==> src/rtl/irq_pkg.sv <==
// Shared constants, FSM encoding and helpers for the machine-mode interrupt controller.
package irq_pkg;

    // mip/mie bit positions
    localparam int MEIP = 11;
    localparam int MTIP = 7;
    localparam int MSIP = 3;

    // mcause exception codes
    localparam logic [3:0] CAUSE_MEI = 4'd11;
    localparam logic [3:0] CAUSE_MSI = 4'd3;
    localparam logic [3:0] CAUSE_MTI = 4'd7;

    // mcause interrupt flag
    localparam int INTR_BIT = 31;

    typedef enum logic [1:0] {
        IDLE    = 2'd0,
        REQ     = 2'd1,
        HANDLER = 2'd2
    } irq_state_t;

    // mcause value for an interrupt with the given code
    function automatic logic [31:0] mcause_of(input logic [3:0] code);
        logic [31:0] v;
        v           = '0;
        v[INTR_BIT] = 1'b1;
        v[3:0]      = code;
        return v;
    endfunction

    // mip word built from the three synchronised pending bits
    function automatic logic [31:0] mip_word(input logic meip, input logic mtip, input logic msip);
        logic [31:0] v;
        v       = '0;
        v[MEIP] = meip;
        v[MTIP] = mtip;
        v[MSIP] = msip;
        return v;
    endfunction

endpackage

==> src/rtl/irq_sync.sv <==
// Multi-flop synchroniser for one asynchronous level interrupt line.
module irq_sync #(
    parameter int STAGES = 2
) (
    input  logic clk,
    input  logic rst_n,
    input  logic d,
    output logic q
);

    logic [STAGES-1:0] chain;

    // shift the raw line through the flop chain
    always_ff @(posedge clk or negedge rst_n) begin
        if (!rst_n) chain <= '0;
        else        chain <= {chain[STAGES-2:0], d};
    end

    assign q = chain[STAGES-1];

endmodule

==> src/rtl/irq_ctrl.sv <==
// Machine-mode interrupt controller: line sync, mip update, priority arbitration and
// request/ack handshake with the trap logic, with handler occupancy tracked until mret.
module irq_ctrl
    import irq_pkg::*;
#(
    parameter int SYNC_STAGES = 2
) (
    input  logic        clk,
    input  logic        rst_n,
    input  logic        ext_irq,
    input  logic        timer_irq,
    input  logic        sw_irq,
    input  logic [31:0] mie,
    input  logic        mstatus_mie,
    input  logic        trap_ack,
    input  logic        mret,
    output logic [31:0] mip_in,
    output logic        wr_mip,
    output logic        irq_req,
    output logic [31:0] irq_cause
);

    logic       meip, mtip, msip;
    logic [2:0] cur;        // {meip, mtip, msip}
    logic [2:0] shadow;     // last value written to mip
    logic [2:0] elig;       // {MEI, MSI, MTI}, priority order high to low
    logic [2:0] winner;     // one-hot of elig in the same order
    logic [2:0] sel;        // one-hot of the latched request
    logic [3:0] win_code;
    irq_state_t state, state_next;

    // only the three machine interrupt enables are meaningful here
    logic unused_mie;
    assign unused_mie = ^{mie[31:12], mie[10:8], mie[6:4], mie[2:0]};

    irq_sync #(.STAGES(SYNC_STAGES)) u_ext   (.clk(clk), .rst_n(rst_n), .d(ext_irq),   .q(meip));
    irq_sync #(.STAGES(SYNC_STAGES)) u_timer (.clk(clk), .rst_n(rst_n), .d(timer_irq), .q(mtip));
    irq_sync #(.STAGES(SYNC_STAGES)) u_sw    (.clk(clk), .rst_n(rst_n), .d(sw_irq),    .q(msip));

    assign cur  = {meip, mtip, msip};
    assign elig = {meip & mie[MEIP], msip & mie[MSIP], mtip & mie[MTIP]} & {3{mstatus_mie}};

    // fixed priority MEI > MSI > MTI
    always_comb begin
        winner   = 3'b000;
        win_code = CAUSE_MTI;
        if (elig[2]) begin
            winner   = 3'b100;
            win_code = CAUSE_MEI;
        end else if (elig[1]) begin
            winner   = 3'b010;
            win_code = CAUSE_MSI;
        end else if (elig[0]) begin
            winner   = 3'b001;
            win_code = CAUSE_MTI;
        end
    end

    // one mip write per change of the synced pending bits, including a return to zero
    always_ff @(posedge clk or negedge rst_n) begin
        if (!rst_n) begin
            shadow <= '0;
            mip_in <= '0;
            wr_mip <= 1'b0;
        end else if (cur != shadow) begin
            shadow <= cur;
            mip_in <= mip_word(meip, mtip, msip);
            wr_mip <= 1'b1;
        end else begin
            wr_mip <= 1'b0;
        end
    end

    // FSM state register
    always_ff @(posedge clk or negedge rst_n) begin
        if (!rst_n) state <= IDLE;
        else        state <= state_next;
    end

    // next state: ack beats withdraw in REQ; HANDLER blocks nesting until mret
    always_comb begin
        state_next = state;
        case (state)
            IDLE:    if (|elig) state_next = REQ;
            REQ: begin
                if (trap_ack)             state_next = HANDLER;
                else if (~|(elig & sel))  state_next = IDLE;
            end
            HANDLER: if (mret) state_next = IDLE;
            default: state_next = IDLE;
        endcase
    end

    // registered request and cause; cause is latched only on the IDLE decision
    always_ff @(posedge clk or negedge rst_n) begin
        if (!rst_n) begin
            irq_req   <= 1'b0;
            irq_cause <= '0;
            sel       <= '0;
        end else begin
            irq_req <= (state_next == REQ);
            if (state == IDLE && |elig) begin
                sel       <= winner;
                irq_cause <= mcause_of(win_code);
            end
        end
    end

endmodule
==> config.mk <==
export PLATFORM = sky130hd
export DESIGN_NAME = irq_ctrl
export DESIGN_NICKNAME = d
export VERILOG_FILES = /design/src/rtl/irq_pkg.sv /design/src/rtl/irq_sync.sv /design/src/rtl/irq_ctrl.sv
export SDC_FILE = /design/constraint.sdc
export NUM_CORES = 1
export LEC_CHECK = 0
export ABC_AREA = 0
export CAP_MARGIN = 25
export CORE_AREA = 2 2 63 65
export CTS_BUF_LIST = sky130_fd_sc_hd__clkbuf_16
export DETAILED_ROUTE_END_ITERATION = 16
export DIE_AREA = 0 0 65 67
export PLACE_DENSITY = 0.89
export SLEW_MARGIN = 20
export SYNTH_ARGS = -nofsm -noshare
export SYNTH_HDL_FRONTEND = slang
export SYNTH_SLANG_ARGS = --single-unit
==> constraint.sdc <==
create_clock -name clk -period 2.95 [get_ports clk]
set_input_delay 0.59 -clock clk [delete_from_list [all_inputs] [get_ports clk]]
set_output_delay 0.59 -clock clk [all_outputs]
set_load 0.01 [all_outputs]
# Word level (Yosys, flattened, before mapping)
# Index checks and enable logic that the tools add are counted.
# classes
eq_ne	4
n_reduce_logical	4
n_mux	11
bitwise_logic	5
# op_table
cell	n
2-bit 2-to-1 mux	5
3-bit bitwise AND	2
3-bit 2-to-1 mux	2
2-bit case mux with 3 select lines	1
3-bit OR reduction	2
2-bit by 1-bit equality test with 1-bit output (second input constant)	2
4-bit 2-to-1 mux	1
1-bit bitwise AND	3
3-bit != test	1
2-bit equality test (second input constant)	1
2-bit zero test	1
1-bit 2-to-1 mux	2
1-bit logical AND	1
# totals
inputBits	40
elab_cells	33
ff_bits	21

# Longest topological paths before layout
# Gate-level depths: netlist of run 1.
# logic_depth
depth_word	8
depth_mapped	3

# Hierarchy
# Synthesis of run 1 repeated with hierarchy kept, for this count alone.
# unflattened
hier_cells	109
area_unflattened_um2	1087.3
# modules_own_cells
mod	cells_each	area_each_um2	seq_area_each_um2	instances
irq_ctrl	103	937.1	300.3	1
irq_sync	2	50.0	50.0	3

# Least setup slack after synthesis of run 1
# OpenSTA, ideal clock, no wires.
# synth_timing
kind	input-to-reg
from	in mie[11]
to	reg irq_req
stages	3
arrival_time_ns	1.331
setup_ns	0.122
path_slack_ns	1.498
cell_sequence	and3_4 > a221o_1 > a32o_1
# synth_via
elab_chain_len	8
word_cells_on_any_way	10
cone_classes	eq/ne (1); mux (4); bitwise (3); reduce/logical (2)
# synth_rtl
item	line	text
from (decl)	irq_ctrl.sv:13	input logic [31:0] mie,
1-bit bitwise AND (*)	irq_ctrl.sv:41	assign elig = {meip & mie[MEIP], msip & mie[MSIP], mtip & mie[MTIP]} & {3{mstatus_mie}};
3-bit bitwise AND (*)	irq_ctrl.sv:41	
3-bit bitwise AND	irq_ctrl.sv:87	else if (~|(elig & sel)) state_next = IDLE;
3-bit OR reduction	irq_ctrl.sv:87	
2-bit 2-to-1 mux	irq_ctrl.sv:87	
2-bit 2-to-1 mux	irq_ctrl.sv:86	if (trap_ack) state_next = HANDLER;
2-bit case mux with 3 select lines (*)	irq_ctrl.sv:83	case (state)
2-bit by 1-bit equality test with 1-bit output (*)	irq_ctrl.sv:101	irq_req <= (state_next == REQ);
to (signal assigned)	irq_ctrl.sv:101	
to (decl)	irq_ctrl.sv:19	output logic irq_req,
# Every way passes the cells marked *; elsewhere a longest branch is shown, timed or not.
# A chain may end at the register's enable or synchronous reset.

# Worst setup path after layout of run 1
# layout_timing
from	in mstatus_mie
to	reg state[0]
# layout_via
elab_chain_len	6
word_cells_on_any_way	8
cone_classes	mux (4); bitwise (2); reduce/logical (2)
# layout_rtl
item	line	text
from (decl)	irq_ctrl.sv:14	input logic mstatus_mie,
3-bit bitwise AND (*)	irq_ctrl.sv:41	
3-bit bitwise AND	irq_ctrl.sv:87	
3-bit OR reduction	irq_ctrl.sv:87	
2-bit 2-to-1 mux	irq_ctrl.sv:87	
2-bit 2-to-1 mux	irq_ctrl.sv:86	
2-bit case mux with 3 select lines (*)	irq_ctrl.sv:83	
net state_next[0]	irq_ctrl.sv:30	irq_state_t state, state_next;
to (signal assigned)	irq_ctrl.sv:77	else state <= state_next;
to (decl)	irq_ctrl.sv:30	
# Mark *: on every way through the listed nets, which the timed path passes. The rest lies on a longest branch.

==> results.txt, run 1 <==
Worst Hold Endpoint -> u_sw.chain[1]
grt ovf -> 0
CP Max Fanout -> 7
reg2reg path depth -> 3
Comb pwr share -> 19.3%
Slew HR -> 47.6%
Clk Latency, worst-skew pair -> 0.24 ns
area delta synth->final -> 7.61%
standard cell core area -> 3610 µm²
WL/cell -> 9.01 µm
WS Path Type -> input port to flip-flop
Seq pwr share -> 42.7%
Worst path slowest cell -> clkdlybuf4s50_1
Worst-Margin Slew -> 0.784 ns
Final period util -> 62.3%
# IOs -> 106
clk sinks -> 18
post-DP HPWL -> 1.30 mm
Starting Density -> 31.0%
cts repair resizes -> 0
Placed Cells -> 171
number of H-tree levels -> 1
type of origin of the critical path -> input port
CTS tree -> built
First DRT Iteration DRCs -> 8
Post-CTS Setup Bufs -> 0
CTS Hold Bufs -> 0
share of post-route cells with drive strength above 1 -> 4.72%
final setup fails -> 0
outcome -> finished clean
root buffer cell -> clkbuf_16
Post-Syn Area -> 1120 µm²
Netlist cell types -> 21
Area contributors post-synth -> dfrtp_1 40%, buf_4 40%, a32o_1 2.7%, xnor2_1 2.3%, nand3_1 1.3%
FF+latch count, synth -> 18
Internal Power -> 0.000518 W
worst hold path class -> flip-flop to flip-flop
number of antenna repair diodes -> 0
fmax -> 544 MHz
via count -> 611
Num CTS Buffers -> 3
Syn. warnings -> 0
clock skew -> 0.000256 ns
clock transition at the registers of the reported paths -> 0.05 ns
Mean Syn Cell Area -> 10.2 µm²
Switch Pwr -> 0.000181 W
count leader, synth -> buf_4
Hold Fails Final Rpt -> 0
RR Startpoint -> u_ext.chain[1]
first-pass GRT wire length -> 2.39 mm
Placement Rows -> 22
vias per inst -> 3.49
synth cell count leaders -> 59 x buf_4, 18 x dfrtp_1
critical path arrival -> 1.97 ns
Pre-antenna DRT Iters -> 4
RSZ-0062 raised after global routing -> no
Final Cell Area -> 1200 µm²
Clk pwr share -> 38.0%
Sw Ratio -> 25.9%
final wirelength -> 1.58 mm
number of synthesized flops with an enable pin -> 0
Hold Path Depth -> 0
main flop type after synthesis -> dfrtp_1
LEAKAGE -> 0.588 nW
Layout Cells excl Fill -> 175
ys async rst share -> 100%
antenna violations before repair -> 0
register area share after synthesis -> 40.3%
Max-Cap Viols -> 0
Routed Antenna Nets -> 0
peak supply drop -> 0.356 mV
Worst Path Buf+Inv -> 1
R2R Path End -> state[0]
cell count after synthesis -> 110
Period minus WS final -> 1.84 ns
Post-DP Area -> 1120 µm²
min-delay src -> u_sw.chain[0]
critical path cell sequence -> clkdlybuf4s50_1 > and3_4 > a221o_1 > a32o_1
Setup crit end kind -> flip-flop
CP required -> 3.08 ns
pin count of the biggest net entering global routing -> 19
Buffers on Ports -> 20
Top delay family on crit path -> compound AO/OA/AOI/OAI gates
DRC violations left -> 0
routability-driven placement congestion ratio -> 0.810
Die ar. -> 4360 µm²
Final Util -> 33.4%
vias in the first global route -> 503
overall routing resource usage -> 7.52%
Max stage delay on crit path -> 0.53 ns
Die X-Extent -> 65 µm
Slew Viols, Final -> 0
Synth area leader -> dfrtp_1
Die H -> 67 µm
nets -> 168
CTS max path bufs -> 2
R2R setup slack -> 1.57 ns
Pwr Density -> 581 nW/µm²
Yosys top cell area share -> 40.3%
setup TNS -> 0 ns
## worst max-delay path by stage
| stage | from | to | slack (ns) | cells past startpoint |
|---|---|---|---|---|
| after detailed placement | mstatus_mie | state[0] | 0.88 | 4 |
| after global routing | mstatus_mie | state[0] | 1.09 | 4 |
| after CTS | mstatus_mie | state[0] | 1.13 | 4 |
| after floorplan | mie[11] | irq_req | 1.50 | 3 |
| final | mstatus_mie | state[0] | 1.11 | 4 |
| after global placement | mstatus_mie | irq_req | 0.91 | 4 |
## cells in the final DEF (no fill, tap or decap)
cell	instances
nand2_1	2
o21a_1	2
and2_1	1
a22o_2	1
xnor2_1	3
and3_4	1
a21o_2	1
clkbuf_16	3
dfrtp_1	18
and4_1	1
clkdlybuf4s50_1	20
nand3_1	3
a32o_1	3
o21ai_0	3
a22o_1	1
conb_1	56
clkinv_1	1
and3_1	2
a221o_1	1
a21o_1	1
nor2_1	3
## power by group through the flow
stage / Combinational (W) / Clock (W) / Sequential, W
floorplan: 0.000138 / 0 / 0.000301
global placement: 0.000132 / 0 / 0.000299
detailed placement: 0.000135 / 0 / 0.000303
CTS: 0.000135 / 0.000270 / 0.000299
global route: 0.000149 / 0.000289 / 0.000303
finish: 0.000135 / 0.000265 / 0.000299
## metal layers
metal  vias up  share of wire (%)  GRT usage [%]
li1        277                  -              -
met1       280                 38           8.30
met5         -                  0              0
met3         5                 13           4.22
met4         0                1.8           3.99
met2        49                 47           11.5
## cell families (layout without fill, tap and decap cells)
group / count (synthesis) / after routing / share of synthesized area (%)
other: 1 / 56 / 0.335
buffers and inverters: 62 / 24 / 41.2
AO/OA/AOI/OAI: 13 / 13 / 9.40
AND/OR/NAND/NOR: 13 / 13 / 6.49
XOR/XNOR: 3 / 3 / 2.35
flip-flops: 18 / 18 / 40.3
## cell type report
class | count | area (µm²)
flip-flops and latches | 18 | 450
well taps | 48 | 60.1
multi-input cells | 85 | 414
repair buffers | 20 | 200
clock buffers | 3 | 75.1
clock inverters | 1 | 3.75
fillers | 375 | 2400
## metrics by stage
step | power [W] | hold slack [ns] | setup slack [ns]
after floorplan | 0.000439 | 0.294 | 1.50
after global placement | 0.000431 | 0.334 | 0.911
after detailed placement | 0.000437 | 0.335 | 0.880
after CTS | 0.000704 | 0.346 | 1.13
after global routing | 0.000741 | 0.351 | 1.09
final | 0.000699 | 0.345 | 1.11
## state kept, by name, summed over array words and instances, names as in the netlist
signal         count
state              2
irq_req            1
u_ext.chain        2
wr_mip             1
mip_in             3
irq_cause          3
sel                2
u_sw.chain         2
u_timer.chain      2
Note: power is estimated with default switching activity, not from simulation.
==> run 2: changes to the inputs <==
--- a/config.mk
+++ b/config.mk
@@ -7,11 +7,11 @@
 export LEC_CHECK = 0
 export ABC_AREA = 0
 export CAP_MARGIN = 25
-export CORE_AREA = 2 2 63 65
+export CORE_AREA = 2 2 65 67
 export CTS_BUF_LIST = sky130_fd_sc_hd__clkbuf_16
 export DETAILED_ROUTE_END_ITERATION = 16
-export DIE_AREA = 0 0 65 67
-export PLACE_DENSITY = 0.89
+export DIE_AREA = 0 0 67 69
+export PLACE_DENSITY = 0.85
 export SLEW_MARGIN = 20
 export SYNTH_ARGS = -nofsm -noshare
 export SYNTH_HDL_FRONTEND = slang
==> constraint.sdc (replaced) <==
create_clock -name clk -period 1.74 [get_ports clk]
set_input_delay 0.348 -clock clk [delete_from_list [all_inputs] [get_ports clk]]
set_output_delay 0.348 -clock clk [all_outputs]
set_load 0.01 [all_outputs]
==> run 2 against run 1 <==
Against the previous run: die area rose by 6.2%; clock power rose by 67%; first-iteration DRC count fell by 63%; non-clock buffer count rose by 4; utilization fell by 1.8 points; clock skew rose by 0.0014 ns; critical path depth fell by 3; critical path type is now flip-flop to output pin; largest power group unchanged.
==> results.txt, run 2 (synthesized netlist as in run 1, its figures left out) <==
final setup fails -> 0 (unchanged)
final wirelength -> 1.53 mm (-2.7%)
vias per inst -> 3.45 (-1.1%)
Worst Path Buf+Inv -> 1 (unchanged)
# IOs -> 106 (unchanged)
final setup margin -> 0.193 ns (-0.921 ns)
Max stage delay on crit path -> 0.56 ns (+0.03 ns)
pin count of the biggest net entering global routing -> 19 (unchanged)
reg2reg path depth -> 3 (unchanged)
outcome -> finished clean
CTS Hold Bufs -> 0 (unchanged)
via count -> 625 (+2.3%)
Crit path depth -> 1 (-3)
Worst path slowest cell -> clkdlybuf4s50_1
CP required -> 1.39 ns (-1.69 ns)
First DRT Iteration DRCs -> 3 (-5)
WS Path Type -> flip-flop to output pin
type of origin of the critical path -> flip-flop
multi-input logic area -> 414 µm² (unchanged)
CTS tree -> built
FF/Latch Area -> 450 µm² (unchanged)
Num CTS Buffers -> 3 (unchanged)
RSZ-0062 raised after global routing -> no
Die X-Extent -> 67 µm (+3.1%)
most common cell after layout, fill and taps aside -> conb_1
clock skew -> 0.00166 ns (+0.00140 ns)
Clk Latency, worst-skew pair -> 0.24 ns (about the same)
first-pass GRT wire length -> 2.39 mm (+0.29%)
share of post-route cells with drive strength above 1 -> 7.63% (+2.9 points)
Period minus WS final -> 1.55 ns
critical path arrival -> 1.20 ns (-0.77 ns)
Hold Path Depth -> 0 (unchanged)
Die H -> 69 µm (+3.0%)
CP Max Fanout -> 4 (-3)
biggest registers after layout -> irq_cause: 3 flops, mip_in: 3 flops
DRC violations left -> 0 (unchanged)
number of antenna repair diodes -> 0 (unchanged)
Die ar. -> 4620 µm² (+6.2%)
Post-CTS Setup Bufs -> 0 (unchanged)
clock transition at the registers of the reported paths -> 0.05 ns (about the same)
number of H-tree levels -> 1 (unchanged)
# fillers -> 423 (+13%)
antenna violations before repair -> 0 (unchanged)
overall routing resource usage -> 6.66% (-0.86 points)
area delta synth->final -> 10.5%
fmax -> 646 MHz
Routed Antenna Nets -> 0 (unchanged)
cts repair resizes -> 0 (unchanged)
Final period util -> 88.9%
nets -> 172 (+2.4%)
Buffers on Ports -> 20 (unchanged)
worst hold path class -> flip-flop to flip-flop
Layout Cells excl Fill -> 181 (+3.4%)
critical path cell sequence -> clkdlybuf4s50_1
minimum hold slack -> 0.345 ns (+0.000511 ns)
Post-DP Area -> 1160 µm² (+2.9%)
pre-CTS worst setup slack -> -0.0297 ns (-0.910 ns)
R2R setup slack -> 0.41 ns (-1.16 ns)
Top delay family on crit path -> buffers and inverters
vias in the first global route -> 556 (+11%)
standard cell core area -> 3910 µm² (+8.5%)
commonest cells after routing, fill and taps aside -> 56 x conb_1, 20 x clkdlybuf4s50_1, 18 x dfrtp_1
Hold Fails Final Rpt -> 0 (unchanged)
clk sinks -> 18 (unchanged)
peak supply drop -> 0.477 mV (+34%)
Pwr Density -> 955 nW/µm² (+65%)
LEAKAGE -> 0.609 nW (+3.4%)
Setup crit end kind -> output pin
Placement Rows -> 23 (+4.5%)
routability-driven placement congestion ratio -> 0.818 (+0.98%)
root buffer cell -> clkbuf_16
Starting Density -> 28.6% (-2.4 points)
WL/cell -> 8.47 µm (-6.0%)
CTS max path bufs -> 2 (unchanged)
Pre-antenna DRT Iters -> 4 (unchanged)
Slew Viols, Final -> 0 (unchanged)
grt ovf -> 0 (unchanged)
post-DP HPWL -> 1.31 mm (+1.4%)
Max-Cap Viols -> 0 (unchanged)
Placed Cells -> 177 (+3.5%)
Final Cell Area -> 1240 µm² (+2.7%)
run 2: cell types whose count changed in the layout (fill, tap and decap cells not counted), sizes merged:
cell  delta
buf      +4
run 2: path summary, 6_finish.rpt:
kind	startpoint	endpoint
worst min-delay path	u_sw.chain[0]	u_sw.chain[1]
worst max register to register	u_ext.chain[1]	irq_req
worst max-delay path	irq_cause[1]	irq_cause[0]
min in group asynchronous	rst_n	mip_in[3]
max in group asynchronous	rst_n	irq_req
worst min register to register	u_sw.chain[0]	u_sw.chain[1]
run 2: power breakdown:
part           internal [W]  switching, W  total [W]
clock network      0.000305      0.000139   0.000443
logic              0.000108      0.000126   0.000234
registers          0.000470     0.0000338   0.000504
run 2: layout make-up:
type                    count  area share, %
clock buffers               3           6.07
flip-flops and latches     18           36.4
well taps                  50           5.06
repair buffers             24           18.6
multi-input cells          85           33.5
clock inverters             1          0.304
run 2: metal layers:
metal  track usage, %  routed length, µm  up-vias  part of all wire, %
li1                 -                  -      288                    -
met1             7.39                556      292                   36
met2             11.8                798       45                   52
met3             2.61                178        0                   12
met4             1.36                  0        0                    0
met5                0                  0        -                    0
run 2: per-stage QoR:
step,setup TNS (ns),power (W),util [%]
after CTS,0,0.00120,31.6
after floorplan,0,0.000745,-
after detailed placement,-0.0518,0.000746,29.6
final,0,0.00118,31.6
after global placement,-0.0120,0.000738,29.6
after global routing,0,0.00125,31.6
run 2: worst reg2reg max path, delay by kind of cell, from the launching register on:
kind	cells	cell delay, ns
compound gates	2	0.61
flops	1	0.41
simple gates	1	0.20
